`src/rtl/traffic_pkg.sv`:
```
// rtl/traffic_pkg.sv - shared types, defaults and divider helper for the traffic controller
package traffic_pkg;

    typedef enum logic [1:0] {
        IDLE  = 2'd0,
        RUN   = 2'd1,
        PAUSE = 2'd2
    } phase_state_t;

    localparam int SLOT_W_DEF = 7;

    // Clocks per slot; the caller is expected to reject configurations that do not divide evenly.
    function automatic int phase_div(input int clk_freq, input int tick_hz);
        return clk_freq / tick_hz;
    endfunction

endpackage

```
`src/rtl/phase_timer_if.sv`:
```
// rtl/phase_timer_if.sv - control/status bundle between the traffic FSM and the phase timer
interface phase_timer_if #(
    parameter int SLOT_W = traffic_pkg::SLOT_W_DEF
);
    logic [SLOT_W-1:0] time_slot;
    logic              start;
    logic              pause;
    logic              abort;
    logic              auto_reload;
    logic              busy;
    logic              done;
    logic              tick;
    logic [SLOT_W-1:0] elapsed;
    logic [SLOT_W-1:0] remain;

    modport master (
        output time_slot, start, pause, abort, auto_reload,
        input  busy, done, tick, elapsed, remain
    );

    modport slave (
        input  time_slot, start, pause, abort, auto_reload,
        output busy, done, tick, elapsed, remain
    );
endinterface

```
`src/rtl/tick_gen.sv`:
```
// rtl/tick_gen.sv - enable/clear prescaler emitting one tick every DIV enabled clocks
module tick_gen #(
    parameter int DIV = 10
) (
    input  logic clk_i,
    input  logic rst_i,
    input  logic en_i,
    input  logic clr_i,
    output logic tick_o
);
    localparam int CNT_W = (DIV > 1) ? $clog2(DIV) : 1;

    logic [CNT_W-1:0] cnt_q, cnt_d;
    logic             at_top;

    assign at_top = (cnt_q == CNT_W'(DIV - 1));
    assign tick_o = en_i && at_top;

    always_comb begin
        cnt_d = cnt_q;
        if (clr_i) begin
            cnt_d = '0;
        end else if (en_i) begin
            cnt_d = at_top ? '0 : cnt_q + CNT_W'(1);
        end
    end

    always_ff @(posedge clk_i) begin
        if (rst_i) begin
            cnt_q <= '0;
        end else begin
            cnt_q <= cnt_d;
        end
    end
endmodule

```
`src/rtl/phase_timer.sv`:
```
// rtl/phase_timer.sv - programmable slot timer with pause, abort, restart and auto-reload
module phase_timer
    import traffic_pkg::*;
#(
    parameter int CLK_FREQ = 125_000_000,
    parameter int TICK_HZ  = 10,
    parameter int SLOT_W   = SLOT_W_DEF
) (
    input logic          CLK,
    input logic          RST,
    phase_timer_if.slave bus
);
    localparam int DIV = phase_div(CLK_FREQ, TICK_HZ);

    if (((CLK_FREQ % TICK_HZ) != 0) || (DIV < 2)) begin : g_bad_cfg
        $error("phase_timer: CLK_FREQ must be a multiple of TICK_HZ with DIV >= 2");
    end

    phase_state_t      state_q, state_d;
    logic [SLOT_W-1:0] elapsed_q, elapsed_d;
    logic [SLOT_W-1:0] target_q, target_d;
    logic              reload_q, reload_d;
    logic              done_q, done_d;
    logic              tick, final_tick, presc_en, presc_clr;

    // Any abort or start realigns the slot grid to the next clock.
    assign presc_en  = (state_q == RUN);
    assign presc_clr = bus.abort || bus.start;

    tick_gen #(.DIV(DIV)) u_tick_gen (
        .clk_i  (CLK),
        .rst_i  (RST),
        .en_i   (presc_en),
        .clr_i  (presc_clr),
        .tick_o (tick)
    );

    assign final_tick = tick && (elapsed_q == target_q - SLOT_W'(1));

    always_comb begin
        state_d   = state_q;
        elapsed_d = elapsed_q;
        target_d  = target_q;
        reload_d  = reload_q;
        done_d    = 1'b0;
        if (bus.abort) begin
            state_d   = IDLE;
            elapsed_d = '0;
            target_d  = '0;
            reload_d  = 1'b0;
        end else if (bus.start) begin
            target_d  = bus.time_slot;
            reload_d  = bus.auto_reload;
            elapsed_d = '0;
            // A zero-length phase completes immediately without ever becoming busy.
            state_d   = (bus.time_slot != '0) ? RUN : IDLE;
            done_d    = (bus.time_slot == '0);
        end else begin
            case (state_q)
                RUN: begin
                    if (final_tick) begin
                        done_d = 1'b1;
                        if (reload_q) begin
                            elapsed_d = '0;
                            state_d   = RUN;
                        end else begin
                            elapsed_d = target_q;
                            state_d   = IDLE;
                        end
                    end else begin
                        if (tick) begin
                            elapsed_d = elapsed_q + SLOT_W'(1);
                        end
                        state_d = bus.pause ? PAUSE : RUN;
                    end
                end
                PAUSE: begin
                    if (!bus.pause) begin
                        state_d = RUN;
                    end
                end
                default: begin
                    state_d = IDLE;
                end
            endcase
        end
    end

    always_ff @(posedge CLK) begin
        if (RST) begin
            state_q   <= IDLE;
            elapsed_q <= '0;
            target_q  <= '0;
            reload_q  <= 1'b0;
            done_q    <= 1'b0;
        end else begin
            state_q   <= state_d;
            elapsed_q <= elapsed_d;
            target_q  <= target_d;
            reload_q  <= reload_d;
            done_q    <= done_d;
        end
    end

    assign bus.busy    = (state_q != IDLE);
    assign bus.done    = done_q;
    assign bus.tick    = tick;
    assign bus.elapsed = elapsed_q;
    assign bus.remain  = target_q - elapsed_q;
endmodule

```
`src/flat_wrapper.sv`:
```
// flat-port wrapper written by rule: the top's interface ports become plain ports
module phase_timer_flat import traffic_pkg::*;
#(
    parameter int CLK_FREQ = 125_000_000,
    parameter int TICK_HZ  = 10,
    parameter int SLOT_W   = SLOT_W_DEF
)
  (CLK, RST, bus_time_slot, bus_start, bus_pause, bus_abort, bus_auto_reload, bus_busy, bus_done, bus_tick, bus_elapsed, bus_remain);
  phase_timer_if #(.SLOT_W(SLOT_W)) bus_i ();
  input logic CLK;
  input logic RST;
  input wire logic [$bits(bus_i.time_slot)-1:0] bus_time_slot;
  input wire logic [$bits(bus_i.start)-1:0] bus_start;
  input wire logic [$bits(bus_i.pause)-1:0] bus_pause;
  input wire logic [$bits(bus_i.abort)-1:0] bus_abort;
  input wire logic [$bits(bus_i.auto_reload)-1:0] bus_auto_reload;
  output wire logic [$bits(bus_i.busy)-1:0] bus_busy;
  output wire logic [$bits(bus_i.done)-1:0] bus_done;
  output wire logic [$bits(bus_i.tick)-1:0] bus_tick;
  output wire logic [$bits(bus_i.elapsed)-1:0] bus_elapsed;
  output wire logic [$bits(bus_i.remain)-1:0] bus_remain;
  assign bus_i.time_slot = bus_time_slot;
  assign bus_i.start = bus_start;
  assign bus_i.pause = bus_pause;
  assign bus_i.abort = bus_abort;
  assign bus_i.auto_reload = bus_auto_reload;
  assign bus_busy = bus_i.busy;
  assign bus_done = bus_i.done;
  assign bus_tick = bus_i.tick;
  assign bus_elapsed = bus_i.elapsed;
  assign bus_remain = bus_i.remain;
  phase_timer #(.CLK_FREQ(CLK_FREQ), .TICK_HZ(TICK_HZ), .SLOT_W(SLOT_W)) u_core (.CLK(CLK), .RST(RST), .bus(bus_i));
endmodule
```
`config.mk`:
```
export PLATFORM = sky130hd
export DESIGN_NAME = phase_timer_flat
export DESIGN_NICKNAME = d
export VERILOG_FILES = /design/src/rtl/traffic_pkg.sv /design/src/rtl/phase_timer_if.sv /design/src/rtl/tick_gen.sv /design/src/rtl/phase_timer.sv /design/src/flat_wrapper.sv
export SDC_FILE = /design/constraint.sdc
export NUM_CORES = 1
export LEC_CHECK = 0
export ABC_AREA = 0
export BUFFER_PORTS_ARGS = -buffer_cell sky130_fd_sc_hd__buf_2
export CAP_MARGIN = 20
export CORE_AREA = 2 2 68 70
export CTS_CLUSTER_SIZE = 12
export DETAILED_ROUTE_END_ITERATION = 6
export DIE_AREA = 0 0 70 72
export GPL_TIMING_DRIVEN = 0
export PLACE_DENSITY = 0.85
export SYNTH_ARGS = -nofsm -noshare
export SYNTH_HDL_FRONTEND = slang
export SYNTH_HIERARCHICAL = 1
export SYNTH_SLANG_ARGS = --single-unit
```
`constraint.sdc`:
```
create_clock -name CLK -period 5.7 [get_ports CLK]
set_input_delay 1.14 -clock CLK [delete_from_list [all_inputs] [get_ports CLK]]
set_output_delay 1.14 -clock CLK [all_outputs]
set_load 0.02 [all_outputs]
```
# == Yosys cells after proc, flatten, opt, wreduce, memory -nomap -nowiden ==
# Index checks and enable logic that the tools add are counted.
# word_totals
inputBits,13
ff_bits,42
# op_classes
n_mux,14
eq_ne,5
n_reduce_logical,11
n_addsub,4
# op_table
cell,n
$add 24x1->24 const B,1
$eq 24x24->1 const B,1
$mux 24,1
$mux 7,3
$mux 2,4
$add 7x1->7 const B,1
$eq 7x7->1,1
$logic_not 7->1,1
$reduce_bool 7->1,1
$sub 7x1->7 const B,1
$sub 7x7->7,1
$mux 1,5
$pmux 2 s2,1
$reduce_bool 2->1,2
$reduce_or 2->1,2
$ne 3x3->1 const B,1
$reduce_or 3->1,1
$eq 2x1->1 const B,1
$eq 2x2->1 const B,1
$logic_and 1x1->1,2
$reduce_and 2->1,1
$logic_or 1x1->1,1

# == Depth between registers and ports, before layout ==
# logic_depth
depth_word,6
mapped_depth,11

# == Cells and area by module ==
# The synthesis kept the hierarchy.
# modules_own_cells
mod,n_inst,area_per_inst_um2,cells_each
phase_timer,1,1371.3,169
tick_gen,1,1152.4,135

# == Least setup slack after synthesis ==
# No wires, ideal clock.
# synth_path
kind,register -> register
from,register u_core.state_q[1]
to,"register u_core.elapsed_q[2], in the netlist u_core/bus.elapsed[2]"
setup_time_ns,0.074
n_path_buf,1
t_required_ns,5.626
path_slack_ns,2.456
stages_incl_launch_ff,11
arrival_ns,3.169
path_cell_list,dfxtp_1 inv_1 ha_1 buf_4 and4_1 nand4_1 nor4_1 and4_1 nand2_2 or4_1 a31oi_1
# synth_via
elab_chain_len,5
# synth_rtl
element,line_no,text
start: declaration,phase_timer.sv:19,"phase_state_t state_q, state_d;"
start signal: assignment,phase_timer.sv:97,state_q <= state_d;
$eq 2x1->1 (*),phase_timer.sv:27,assign presc_en = (state_q == RUN);
via u_core.presc_en,phase_timer.sv:24,"logic tick, final_tick, presc_en, presc_clr;"
$logic_and 1x1->1 (*),tick_gen.sv:17,assign tick_o = en_i && at_top;
via bus_tick,flat_wrapper.sv:19,output wire logic [$bits(bus_i.tick)-1:0] bus_tick;
$logic_and 1x1->1,phase_timer.sv:38,assign final_tick = tick && (elapsed_q == target_q - SLOT_W'(1));
$reduce_bool 2->1 (no source line),-,
$reduce_and 2->1 (no source line),-,
end signal: assignment,phase_timer.sv:98,elapsed_q <= elapsed_d;
end: declaration,phase_timer.sv:20,"logic [SLOT_W-1:0] elapsed_q, elapsed_d;"
# Mark *: on every way through the listed nets, which the timed path passes. The rest lies on a longest branch.
# A chain may end at the register's enable or synchronous reset.

# == Worst setup path in the final report ==
# layout_path
from,register u_core.state_q[1]
to,output port bus_tick
# layout_via
elab_chain_len,2
# layout_rtl
element,line_no
$eq 2x1->1,phase_timer.sv:27
via u_core.presc_en,phase_timer.sv:24
$logic_and 1x1->1,tick_gen.sv:17
end: declaration,flat_wrapper.sv:19
# The timed path passes the listed nets, and every way through them passes these cells.

==> metrics.txt <==
status=complete, no violations; Crit Path Max Fanout=9; DIE WIDTH=70 um; clk slew on worst S/H paths=80 ps; Startpoint Class=register; #FFs+latches synth=42; RSZ-0062 raised after global routing=false; worst-margin pin slew=944.4 ps; Avg WL per Cell=14.48 um; io pins=30; slew margin rel.=0.3646; Cell Rows=24; gr usage total=0.2410; routed vias/inst=5.992; Initial Util=0.5918; max_cap viols=0; TritonCTS clock tree=done; Tmin final=3800 ps; Routed Antenna Nets=0; setup violators final=0; Post-CTS Resized=0; Post-Syn Area=0.002524 sq mm; vias in the first global route=2,220; Skew-Pair Late Insertion Delay=290 ps; final non-filler cell total=391; first-pass GRT wire length=9832 um; CP Class=register to output pin; Core Box Area=0.004264 sq mm; f_max=263.2 MHz; dpl hpwl=4288 um; largest net degree at the start of global routing=13; cell count after synthesis=304; sequential area share after synthesis=0.3332; syn avg cell area=8.302 sq um; period utilization=0.6666; Pwr Density=188.1 mW/mm^2; DRC=0; fraction of layout cells with a size suffix above 1=0.1416; clock sinks=42; Synth cell types=47; initial DRC count=196; total negative setup slack=0 ps; total die area=0.005040 sq mm; Pre-antenna DRT Iters=4; Yosys warning count=6; Hold Fails Final Rpt=0; cells on worst reg2reg path=10; CTS Buf Count=5; worst vdd ir=154.9 uV; initial antenna violation count=0; Setup Buffers After CTS=0; cts hold-fix bufs=0; Clk Tree Root Cell=clkbuf_8; area delta synth->final=11.25%; syn nets=330; Port Buffer Count=28; Synth Flop Type=dfxtp_1; n_diodes=0; element type at the critical path end=output pin; total number of vias=2,343; max-slew violation count=0; Die H=72 um; Synth async-reset ratio=0; Max Root-Sink Buffers=2; clk_skew=4.271 ps; Final Wtd Congestion=0.8546; Layout Nets=365; Crit path arrival time=2660 ps; worst hold path class=register to register; post-placement cell count=384; CP Data Required Time=4560 ps; htree depth=2; Static Leak=1.035 nW; Post-synth EDFFs=0; WHS Path Cells=2; Post-Route WL=5661 um; Remaining Overflow, GRT=0
==> worst max-delay path, stage by stage, from the launching register on <==
cell     delay [ps]
dfxtp_1         330
inv_1            70
ha_1            310
buf_4           220
and4_1          230
nand4_1         150
nor4_1          750
buf_2           310
==> final timing paths <==
kind	slack [ps]	endpoint	from
setup / recovery	1900	bus_tick	u_core/state_q[1]
hold / removal	510	u_core/u_tick_gen/cnt_q[20]	u_core/u_tick_gen/cnt_q[20]
setup reg to reg	2400	u_core/bus.elapsed[2]	u_core/state_q[1]
hold reg to reg	510	u_core/u_tick_gen/cnt_q[20]	u_core/u_tick_gen/cnt_q[20]
==> registers in the layout (all words and copies together) (netlist names) <==
signal and count:
u_core/bus.done 1, u_core/bus.elapsed 7, u_core/target_q 7, u_core/reload_q 1, u_core/u_tick_gen/cnt_q 24, u_core/state_q 2
==> routing by layer <==
| layer | global-route usage | routed length (um) | share of wire |
|---|---|---|---|
| met5 | 0 | 0 | 0 |
| met1 | 0.3074 | 2501 | 0.44 |
| met3 | 0.04306 | 261 | 0.046 |
| met2 | 0.3989 | 2733 | 0.48 |
| met4 | 0.1154 | 165 | 0.029 |
==> power by group <==
| group | total, W | internal (W) | switching, W |
|---|---|---|---|
| sequential | 0.000299 | 0.000295 | 0.00000336 |
| combinational | 0.0000508 | 0.0000223 | 0.0000285 |
| clock | 0.000179 | 0.0000822 | 0.0000964 |
| total | 0.000528 | 0.000400 | 0.000128 |
==> final cells by class <==
cell class | count | area [sq um]
Timing Repair Buffer | 28 | 140.1
Fill cell | 370 | 1456
Clock inverter | 2 | 10.01
Multi-Input combinational cell | 229 | 1545
Clock buffer | 5 | 68.82
Sequential cell | 42 | 840.8
Inverter | 21 | 78.83
Tap cell | 52 | 65.06
Buffer | 12 | 58.81
==> Yosys cell counts, types with 2 or more instances <==
| library cell | count | area (sq um) |
|---|---|---|
| dfxtp_1 | 42 | 840.8 |
| nor2_1 | 29 | 108.9 |
| a21oi_1 | 21 | 105.1 |
| inv_1 | 21 | 78.83 |
| nand2_1 | 18 | 67.56 |
| xnor2_1 | 15 | 131.4 |
| nand3_1 | 13 | 65.06 |
| ha_1 | 12 | 150.1 |
| xor2_1 | 11 | 96.34 |
| mux2i_1 | 10 | 100.1 |
| or3_1 | 10 | 62.56 |
| or4_1 | 10 | 75.07 |
| nand4_1 | 9 | 56.30 |
| nor3_1 | 9 | 45.04 |
| o21ai_0 | 9 | 45.04 |
| clkbuf_1 | 7 | 26.28 |
| o31ai_1 | 7 | 52.55 |
| and4_1 | 4 | 35.03 |
| or2_2 | 4 | 25.02 |
| a21o_1 | 3 | 22.52 |
| nand3b_1 | 3 | 22.52 |
| nor4_1 | 3 | 18.77 |
| o211ai_1 | 3 | 22.52 |
| a221o_1 | 2 | 20.02 |
| a31oi_1 | 2 | 12.51 |
| buf_2 | 2 | 10.01 |
| nand4b_1 | 2 | 17.52 |
| nor3b_1 | 2 | 15.01 |
| nor4bb_1 | 2 | 20.02 |
| o21bai_1 | 2 | 15.01 |
==> cell families (layout without fill, tap and decap cells) <==
logic type | Yosys count | count (layout) | share of synthesized area
flops | 42 | 42 | 0.3332
buf+inv | 33 | 68 | 0.05454
simple gates | 124 | 124 | 0.2732
xor+xnor | 26 | 26 | 0.09023
compound gates | 56 | 56 | 0.1418
fa+ha+maj | 13 | 13 | 0.06743
mux | 10 | 10 | 0.03966
==> cell usage in the layout (no fill, tap or decap), types with 2 or more instances in the layout <==
cell	count
o31ai_1	7
clkbuf_1	7
nand2_1	18
a31oi_1	2
or4_1	10
a21oi_1	21
ha_1	12
nand3b_1	3
o21bai_1	2
clkinv_2	2
nand4_1	9
a221o_1	2
xnor2_1	15
nor2_1	29
buf_2	30
a21o_1	3
o21ai_0	9
nand3_1	13
dfxtp_1	42
nor3_1	9
nand4b_1	2
nor4bb_1	2
o211ai_1	3
inv_1	21
or2_2	4
nor3b_1	2
xor2_1	11
mux2i_1	10
nor4_1	3
and4_1	4
clkbuf_8	5
or3_1	10
==> metrics by stage <==
step           total power, W  hold WS [ps]  instance area, sq um  utilization  setup WS (ps)
6_report            0.0005280         510.3                  2808       0.6585           1900
5_1_grt             0.0005529         541.5                  2808       0.6585           1732
4_1_cts             0.0005337         507.8                  2808       0.6585           1898
3_5_place_dp        0.0003559         496.9                  2729       0.6400           2236
3_3_place_gp        0.0003549         471.7                  2729       0.6400           2278
2_1_floorplan       0.0003404         460.5                  2524            -           2456
Power figures use the tool's default switching activity.
